<file path="src/rtl/vehicle_dynamics.sv">
// vehicle_dynamics: speed, shift FSM, rpm, fuel, temperature, odometer and ESS for a simple vehicle.
// Optional macro VEHICLE_FUEL_STARVE_EN: an empty tank cuts accel and pins rpm at idle.
module vehicle_dynamics #(
    parameter int NUM_GEARS  = 6,
    parameter int UP_STEP    = 30,
    parameter int HYST       = 5,
    parameter int SHIFT_HOLD = 4,
    parameter int IDLE_RPM   = 800,
    parameter int MAX_RPM    = 7000,
    parameter int RPM_SLOPE  = 100,
    parameter int ESS_SPEED  = 50
) (
    input  logic        clk,
    input  logic        rst_n,
    input  logic        tick_1sec,
    input  logic        tick_speed,
    input  logic [3:0]  current_gear,
    input  logic [7:0]  adc_accel,
    input  logic        is_brake_normal,
    input  logic        is_brake_hard,
    output logic [7:0]  speed,
    output logic [13:0] rpm,
    output logic [2:0]  gear_num,
    output logic        shifting,
    output logic [7:0]  fuel,
    output logic [7:0]  temp,
    output logic [31:0] odometer_raw,
    output logic        ess_trigger
);
    typedef enum logic [1:0] {OFF, DRIVE, UP, DOWN} state_t;
    localparam logic [19:0] UP20    = 20'(UP_STEP);
    localparam logic [19:0] HYST20  = 20'(HYST);
    localparam logic [19:0] IDLE20  = 20'(IDLE_RPM);
    localparam logic [19:0] MAX20   = 20'(MAX_RPM);
    localparam logic [19:0] SLOPE20 = 20'(RPM_SLOPE);
    localparam logic [2:0]  NG3     = 3'(NUM_GEARS);
    localparam logic [7:0]  HOLD_LAST = 8'(SHIFT_HOLD - 1);
    localparam logic [7:0]  ESS8    = 8'(ESS_SPEED);

    state_t state, state_nxt;
    logic [7:0]  cnt, speed_nxt;
    logic [8:0]  accel_sum;
    logic [19:0] s20, g20, band_base, band, rpm_d, rpm_nxt;
    logic [1:0]  fuel_dec;
    logic in_d, in_r, drv, starve, accel_on, accel_applied, up_go, dn_go, shift_done, ess_set;

    assign in_d = current_gear == 4'd12;
    assign in_r = current_gear == 4'd6;
    assign drv  = in_d || in_r;
`ifdef VEHICLE_FUEL_STARVE_EN
    assign starve = fuel == 8'd0;
`else
    assign starve = 1'b0;
`endif
    assign accel_on      = drv && adc_accel > 8'd10 && !shifting && !starve;
    assign accel_applied = tick_speed && accel_on && !is_brake_hard && !is_brake_normal;
    assign accel_sum     = {1'b0, speed} + 9'd1 + {7'd0, adc_accel[7:6]};
    // Brake and accel only act in D/R; P/N (and unknown codes) always coast.
    assign speed_nxt = !tick_speed ? speed
                     : drv && is_brake_hard   ? (speed > 8'd10 ? speed - 8'd10 : 8'd0)
                     : drv && is_brake_normal ? (speed > 8'd2 ? speed - 8'd2 : 8'd0)
                     : accel_on ? (accel_sum[8] ? 8'd255 : accel_sum[7:0])
                     : speed != 8'd0 ? speed - 8'd1 : 8'd0;
    assign ess_set = tick_speed && drv && is_brake_hard && speed > ESS8;

    assign s20        = {12'd0, speed};
    assign g20        = {17'd0, gear_num};
    assign band_base  = (g20 - 20'd1) * UP20;
    assign up_go      = gear_num < NG3 && s20 >= g20 * UP20;
    assign dn_go      = gear_num > 3'd1 && s20 < band_base - HYST20;
    assign shift_done = shifting && tick_speed && cnt == HOLD_LAST;

    assign band    = s20 > band_base ? s20 - band_base : 20'd0;
    assign rpm_d   = IDLE20 + band * SLOPE20;
    assign rpm_nxt = starve ? IDLE20
                   : in_d ? (state == OFF ? IDLE20 : rpm_d > MAX20 ? MAX20 : rpm_d)
                   : in_r ? IDLE20 + s20 * 20'd60
                   : IDLE20 + {12'd0, adc_accel} * 20'd20;
    assign fuel_dec = rpm > 14'd4000 ? 2'd2 : (speed != 8'd0 || rpm > 14'd1000) ? 2'd1 : 2'd0;

    always_ff @(posedge clk or negedge rst_n) begin
        if (!rst_n) state <= OFF;
        else        state <= state_nxt;
    end

    always_comb begin
        state_nxt = !in_d ? OFF
                  : state == OFF ? DRIVE
                  : state == DRIVE ? (tick_speed && up_go ? UP : tick_speed && dn_go ? DOWN : DRIVE)
                  : shift_done ? DRIVE : state;
    end

    always_comb begin
        shifting = state == UP || state == DOWN;
    end

    always_ff @(posedge clk or negedge rst_n) begin
        if (!rst_n) begin
            speed        <= 8'd0;
            rpm          <= 14'(IDLE_RPM);
            gear_num     <= 3'd0;
            cnt          <= 8'd0;
            fuel         <= 8'd100;
            temp         <= 8'd50;
            odometer_raw <= 32'd0;
            ess_trigger  <= 1'b0;
        end else begin
            speed        <= speed_nxt;
            rpm          <= 14'(rpm_nxt);
            gear_num     <= !in_d ? 3'd0 : state == OFF ? 3'd1
                          : shift_done ? (state == UP ? gear_num + 3'd1 : gear_num - 3'd1) : gear_num;
            cnt          <= (!in_d || !shifting || shift_done) ? 8'd0 : tick_speed ? cnt + 8'd1 : cnt;
            fuel         <= !tick_1sec ? fuel : fuel > {6'd0, fuel_dec} ? fuel - {6'd0, fuel_dec} : 8'd0;
            temp         <= !tick_1sec ? temp : (rpm > 14'd3000 && temp < 8'd200) ? temp + 8'd2
                          : temp > 8'd50 ? temp - 8'd1 : temp;
            odometer_raw <= tick_1sec ? odometer_raw + {24'd0, speed} : odometer_raw;
            ess_trigger  <= ess_set || (ess_trigger && !accel_applied && speed_nxt != 8'd0);
        end
    end
endmodule

</file>
<file path="config.mk">
export PLATFORM = sky130hd
export DESIGN_NAME = vehicle_dynamics
export DESIGN_NICKNAME = d
export VERILOG_FILES = /design/src/rtl/vehicle_dynamics.sv
export SDC_FILE = /design/constraint.sdc
export NUM_CORES = 1
export LEC_CHECK = 0
export ABC_CLOCK_PERIOD_IN_PS = 18500
export BUFFER_PORTS_ARGS = -buffer_cell sky130_fd_sc_hd__buf_2
export CAP_MARGIN = 0
export CORE_MARGIN = 4
export CORE_UTILIZATION = 35
export CTS_BUF_LIST = sky130_fd_sc_hd__clkbuf_8
export DETAILED_ROUTE_END_ITERATION = 10
export PLACE_DENSITY = 0.63
export SLEW_MARGIN = 20
export SYNTH_ARGS = -nofsm -noshare
export SYNTH_HDL_FRONTEND = slang
export SYNTH_SLANG_ARGS = --single-unit
</file>
<file path="constraint.sdc">
create_clock -name clk -period 18.5 [get_ports clk]
set_clock_uncertainty 0.2 [all_clocks]
set_input_delay 3.7 -clock clk [delete_from_list [all_inputs] [get_ports clk]]
set_output_delay 3.7 -clock clk [all_outputs]
set_load 0.005 [all_outputs]
</file>
== After elaboration in Yosys (flattened, before gate mapping) ==
Cells that the tools add are included.
Word-level totals
  register bits: 84
Operators by class
  add/sub/neg operators: 18
  $mul: 5
  magnitude comparators: 16
  equality and inequality tests: 8
  muxes and demuxes: 30
  reductions and logical operators: 36
Operators by type and width (number)
  two-way mux 8 bit: 13
  two-way mux 14 bit: 4
  adder 32 x 8 -> 32 bit: 1
  greater-than comparator 14 x 12 -> 1 bit (second input constant): 2
  adder 10 x 20 -> 20 bit (first input constant): 1
  greater-than comparator 20 x 13 -> 1 bit (second input constant): 1
  greater-than comparator 8 x 20 -> 1 bit: 1
  < comparator 8 x 20 -> 1 bit: 1
  multiplier 20 x 4 -> 19 bit (second input constant): 1
  multiplier 20 x 5 -> 18 bit (second input constant): 1
  two-way mux 20 bit: 1
  subtractor 20 x 3 -> 20 bit (second input constant): 1
  subtractor 8 x 20 -> 20 bit: 1
  logical AND 1 bit: 19
  greater-than comparator 8 x 4 -> 1 bit (second input constant): 2
  greater-than comparator 8 x 6 -> 1 bit (second input constant): 2
  nonzero test 8 bit: 2
  subtractor 8 x 1 -> 8 bit (second input constant): 2
  adder 10 x 13 -> 14 bit (first input constant): 1
  adder 10 x 14 -> 14 bit (first input constant): 1
  greater-than comparator 14 x 10 -> 1 bit (second input constant): 1
  two-way mux 2 bit: 7
  multiplier 8 x 4 -> 12 bit (second input constant): 1
  two-way mux 3 bit: 4
  other kinds (31): 42

== Depth between registers and ports, before layout ==
  word-level depth: 11
  gate-level depth with buffers: 35

== Worst setup path after synthesis ==
Ideal clock, no wire load.
  path kind: reg2reg
  from: register gear_num[0]
  to: register rpm[5]
  data arrival time: 7.795 ns
  slack: 10.437 ns
  cell stages (with the launch flop): 32
  clock period less this slack: 8.063 ns
  cells stage by stage: dfrtp_1 buf_2 inv_1 ha_1 xor2_1 ha_1 inv_1 fa_1 inv_1 fa_1 inv_1 ha_1 o21a_1 o31ai_1 a21oi_1 a311o_2 nand3b_2 nor2_1 ha_1 ha_1 fa_1 ha_1 or3_1 a211o_2 a21oi_1 xnor2_1 and3b_1 nand4_4 a2111oi_4 o211ai_4 o31a_1 a21oi_2
On the way
  word-level cells in the longest chain between the ends: 10
  elaborated cells between the ends (all ways): 11
  those cells by class: 3 x add/sub; 2 x mul; 2 x order compare; 4 x mux
RTL lines
  start: declaration: line 23  | output logic [2:0] gear_num,
  start signal: assignment: line 110  | gear_num <= !in_d ? 3'd0 : state == OFF ? 3'd1
  subtractor 3 x 1 -> 4 bit (*): line 68  | assign band_base = (g20 - 20'd1) * UP20;
  multiplier 20 x 4 -> 19 bit (*): line 68
  subtractor 8 x 20 -> 20 bit / greater-than comparator 8 x 20 -> 1 bit (equally long branches): line 73  | assign band = s20 > band_base ? s20 - band_base : 20'd0;
  two-way mux 20 bit (*): line 73
  multiplier 20 x 5 -> 18 bit (*): line 74  | assign rpm_d = IDLE20 + band * SLOPE20;
  adder 10 x 20 -> 20 bit (*): line 74
  greater-than comparator 20 x 13 -> 1 bit: line 76  | : in_d ? (state == OFF ? IDLE20 : rpm_d > MAX20 ? MAX20 : rpm_d)
  two-way mux 14 bit (*) (3 in series): line 76
  via rpm_nxt[5]: line 43  | logic [19:0] s20, g20, band_base, band, rpm_d, rpm_nxt;
  end signal: assignment: line 100  | rpm <= 14'(IDLE_RPM);
  end signal: assignment: line 109  | rpm <= 14'(rpm_nxt);
  end: declaration: line 22  | output logic [13:0] rpm,
The timed path passes the listed nets; every way through them passes the cells marked *.
A chain may end at the register's enable or synchronous reset.

== Worst setup path after layout ==
  from: register gear_num[0]
  to: register rpm[7]
The elaborated chain is that of the path after synthesis.

==> results.yml <==
detailed_routing:
  ant_nets: 0
  wl_per_cell_um: 15.6
  wirelength_mm: 23.7
  vias_per_cell: 5.26
  route.detailed.drc: 0
  firstDrtPassIters: 5
  drtIter0Drc: 446
  num_vias: 8029
critical_path:
  crit_arrival_ns: 8.90
  cp_common_cell: "inv_1"
  cp_data_required_time_ns: 18.62
  max_stage_delay_ns: 0.65
  worst-path-buf-inv: 7
  cp-start-kind: "flip-flop"
  path_max_fanout: 13
  worst-setup-path-type: "reg -> reg"
  slowest_stage: "dfrtp_1"
  end_kind: "flip-flop"
  critPathTopFamily: "adder cells"
synthesis:
  synth_top_cell_area_share_pct: 19.1
  yosysWarnings: 0
  synth-edff-count: 0
  ys_seq_elements: 82
  yosysSeqAreaShare_pct: 21.6
  async_flop_share_pct: 100
  synth_flop_cell: "dfrtp_1"
  syn-mean-instance-area_um2: 8.88
  yosysTopAreaCell: "dfrtp_1"
  syn_area_um2: 9550
  yosysUniqueCellTypes: 97
  syn_inst: 1076
  synth.top_cells.by_area: "dfrtp_1, ha_1, fa_1"
clock_network:
  cts_setup_buffers: 0
  clk_latency_ns: 0.39
  root_buffer: "clkbuf_8"
  cts_tree: "yes"
  cts_max_level: 3
  clock_sinks: 82
  cts_resized: 0
  clk_path_buf_depth: 2
  clk_pin_slew_worst_paths_ns: 0.11
  holdBufCountCts: 0
  numCtsBuffers: 9
placed_design:
  post-place-ws_ns: 9.67
  gp_congestion: 0.897
  dp_hpwl_mm: 18.9
  dp_cells: 1509
  portBuffers: 90
  placed_cell_area_um2: 10400
timing:
  hold_viol: 0
  hold_ws_ns: 0.274
  worst_pin_slew_ns: 0.949
  period_share_pct: 47.5
  setup_viol: 0
  rsz0062_at_grt: "no"
  final.setup.tns_ns: 0
  fmax_mhz: 114
  fin_crit_ns: 8.78
  slew-limit-headroom_pct: 36.4
  setup_slack_ns: 9.72
  slew_viol_final: 0
die:
  die_x_um: 173
  num_rows: 60
  die_height_um: 173
  die_area_um2: 30000
  io_pins: 93
  initial_utilization_pct: 35.5
  core_um2: 26900
grt:
  met1_usage_pct: 20.1
  grt_overflow: 0
  busiest_layer: "met2"
  grtUsageMet2_pct: 27.8
  grt_max_degree: 61
  globalRouteMet3Util_pct: 2.12
  antenna_found_initial: 0
  grt_pass1_vias: 7924
  grt_pass1_wl_mm: 39.6
  grt_usage_pct: 15.8
power:
  clkPwrFrac_pct: 9.4
  switching_share_pct: 49.4
  p_comb_share_pct: 68.8
  p_leak_nw: 5.18
  p_switching_mw: 0.703
  seqPwrFrac_pct: 21.8
  powerDensity_nw_per_um2: 134
  power.internal_mw: 0.719
  total_power_mw: 1.42
  peakVddDrop_v: 0.0000744
cells_and_area:
  drive_above_1_share_pct: 14.2
  fin_area_um2: 10600
  fill_cells: 2721
  area_growth_pct: 11.3
  nNetsFinal: 1370
  diodes: 0
  stdcell_count: 1525
  post-route-util_pct: 39.6
worst_hold_path:
  hp-class: "reg -> reg"
outcome:
  status: "complete, no violations"
flow_run:
  max_cap_viol_count: 0
==> power groups by stage <==
| stage | clock [mW] | sequential [mW] | combinational, mW |
|---|---|---|---|
| final | 0.134 | 0.311 | 0.978 |
| after global routing | 0.146 | 0.322 | 1.12 |
| after CTS | 0.140 | 0.311 | 0.987 |
| after detailed placement | 0 | 0.314 | 0.974 |
| after global placement | 0 | 0.313 | 0.960 |
| after floorplan | 0 | 0.321 | 0.692 |
==> cell type report <==
class	instances	area, um2	area share, %
multi-input combinational	894	7080	66.6
sequential	82	2060	19.4
timing repair buffer	99	520	4.89
tap	341	427	4.01
inverter	93	349	3.28
clock buffer	9	124	1.16
clock inverter	7	72.6	0.682
==> cell families after synthesis <==
family,count (synthesis),synth area share (%)
multiplexers,17,1.86
XOR/XNOR,104,9.61
AND/OR/NAND/NOR,336,17.9
AO/OA/AOI/OAI,249,18.5
other,2,0.0786
flip-flops,82,21.6
buffers and inverters,111,4.73
adder cells (fa/ha/maj),175,25.6
==> cells in the mapped netlist (all sizes together) (5+ instances only) <==
master and instances:
ha 138, nor2 103, inv 93, dfrtp 73
nand2 73, a21oi 58, xnor2 55, o21ai 49
xor2 49, fa 35, a21o 27, nand3 26
nor3 24, nand4 14, nor2b 14, nand2b 13
o21a 13, a211oi 12, and3 11, mux2i 11
or3 11, clkbuf 9, dfstp 9, a22oi 8
and2 8, buf 8, o31ai 8, a31oi 7
nor4 7, or2 7, mux2 6, a21boi 5
a22o 5, nand3b 5
==> layer usage <==
| metal | vias up | wire, um |
|---|---|---|
| met2 | 168 | 11800 |
| met1 | 3834 | 10700 |
| met5 | - | 0 |
| met4 | 0 | 506 |
| li1 | 3997 | - |
| met3 | 30 | 726 |
==> sequential cells by signal (all words and copies together), names as in the netlist <==
register	cells
rpm	12
gear_num	3
speed	8
ess_trigger	1
odometer_raw	32
cnt	8
fuel	8
temp	8
state	2
==> placed cells by master (no fill, tap or decap), types with 14 or more instances in the layout <==
cell and n:
a21o_1 27, buf_2 89, nor2b_1 14, o21ai_0 44, nand2_1 73, fa_1 35, inv_1 93, xnor2_1 55
ha_1 138, nor3_1 20, nor2_1 101, xor2_1 48, dfrtp_1 73, nand3_1 25, a21oi_1 54
==> path summary, 6_finish.rpt <==
path,start,endpoint,slack [ns],cells after the start
max,gear_num[0],rpm[7],9.72,34
min,odometer_raw[31],odometer_raw[31],0.27,1
max reg2reg,gear_num[0],rpm[7],9.72,34
min reg2reg,odometer_raw[31],odometer_raw[31],0.27,1
max in group asynchronous,rst_n,gear_num[0],14.03,2
min in group asynchronous,rst_n,odometer_raw[0],3.00,1
No activity file was read; power rests on OpenSTA's default activity.
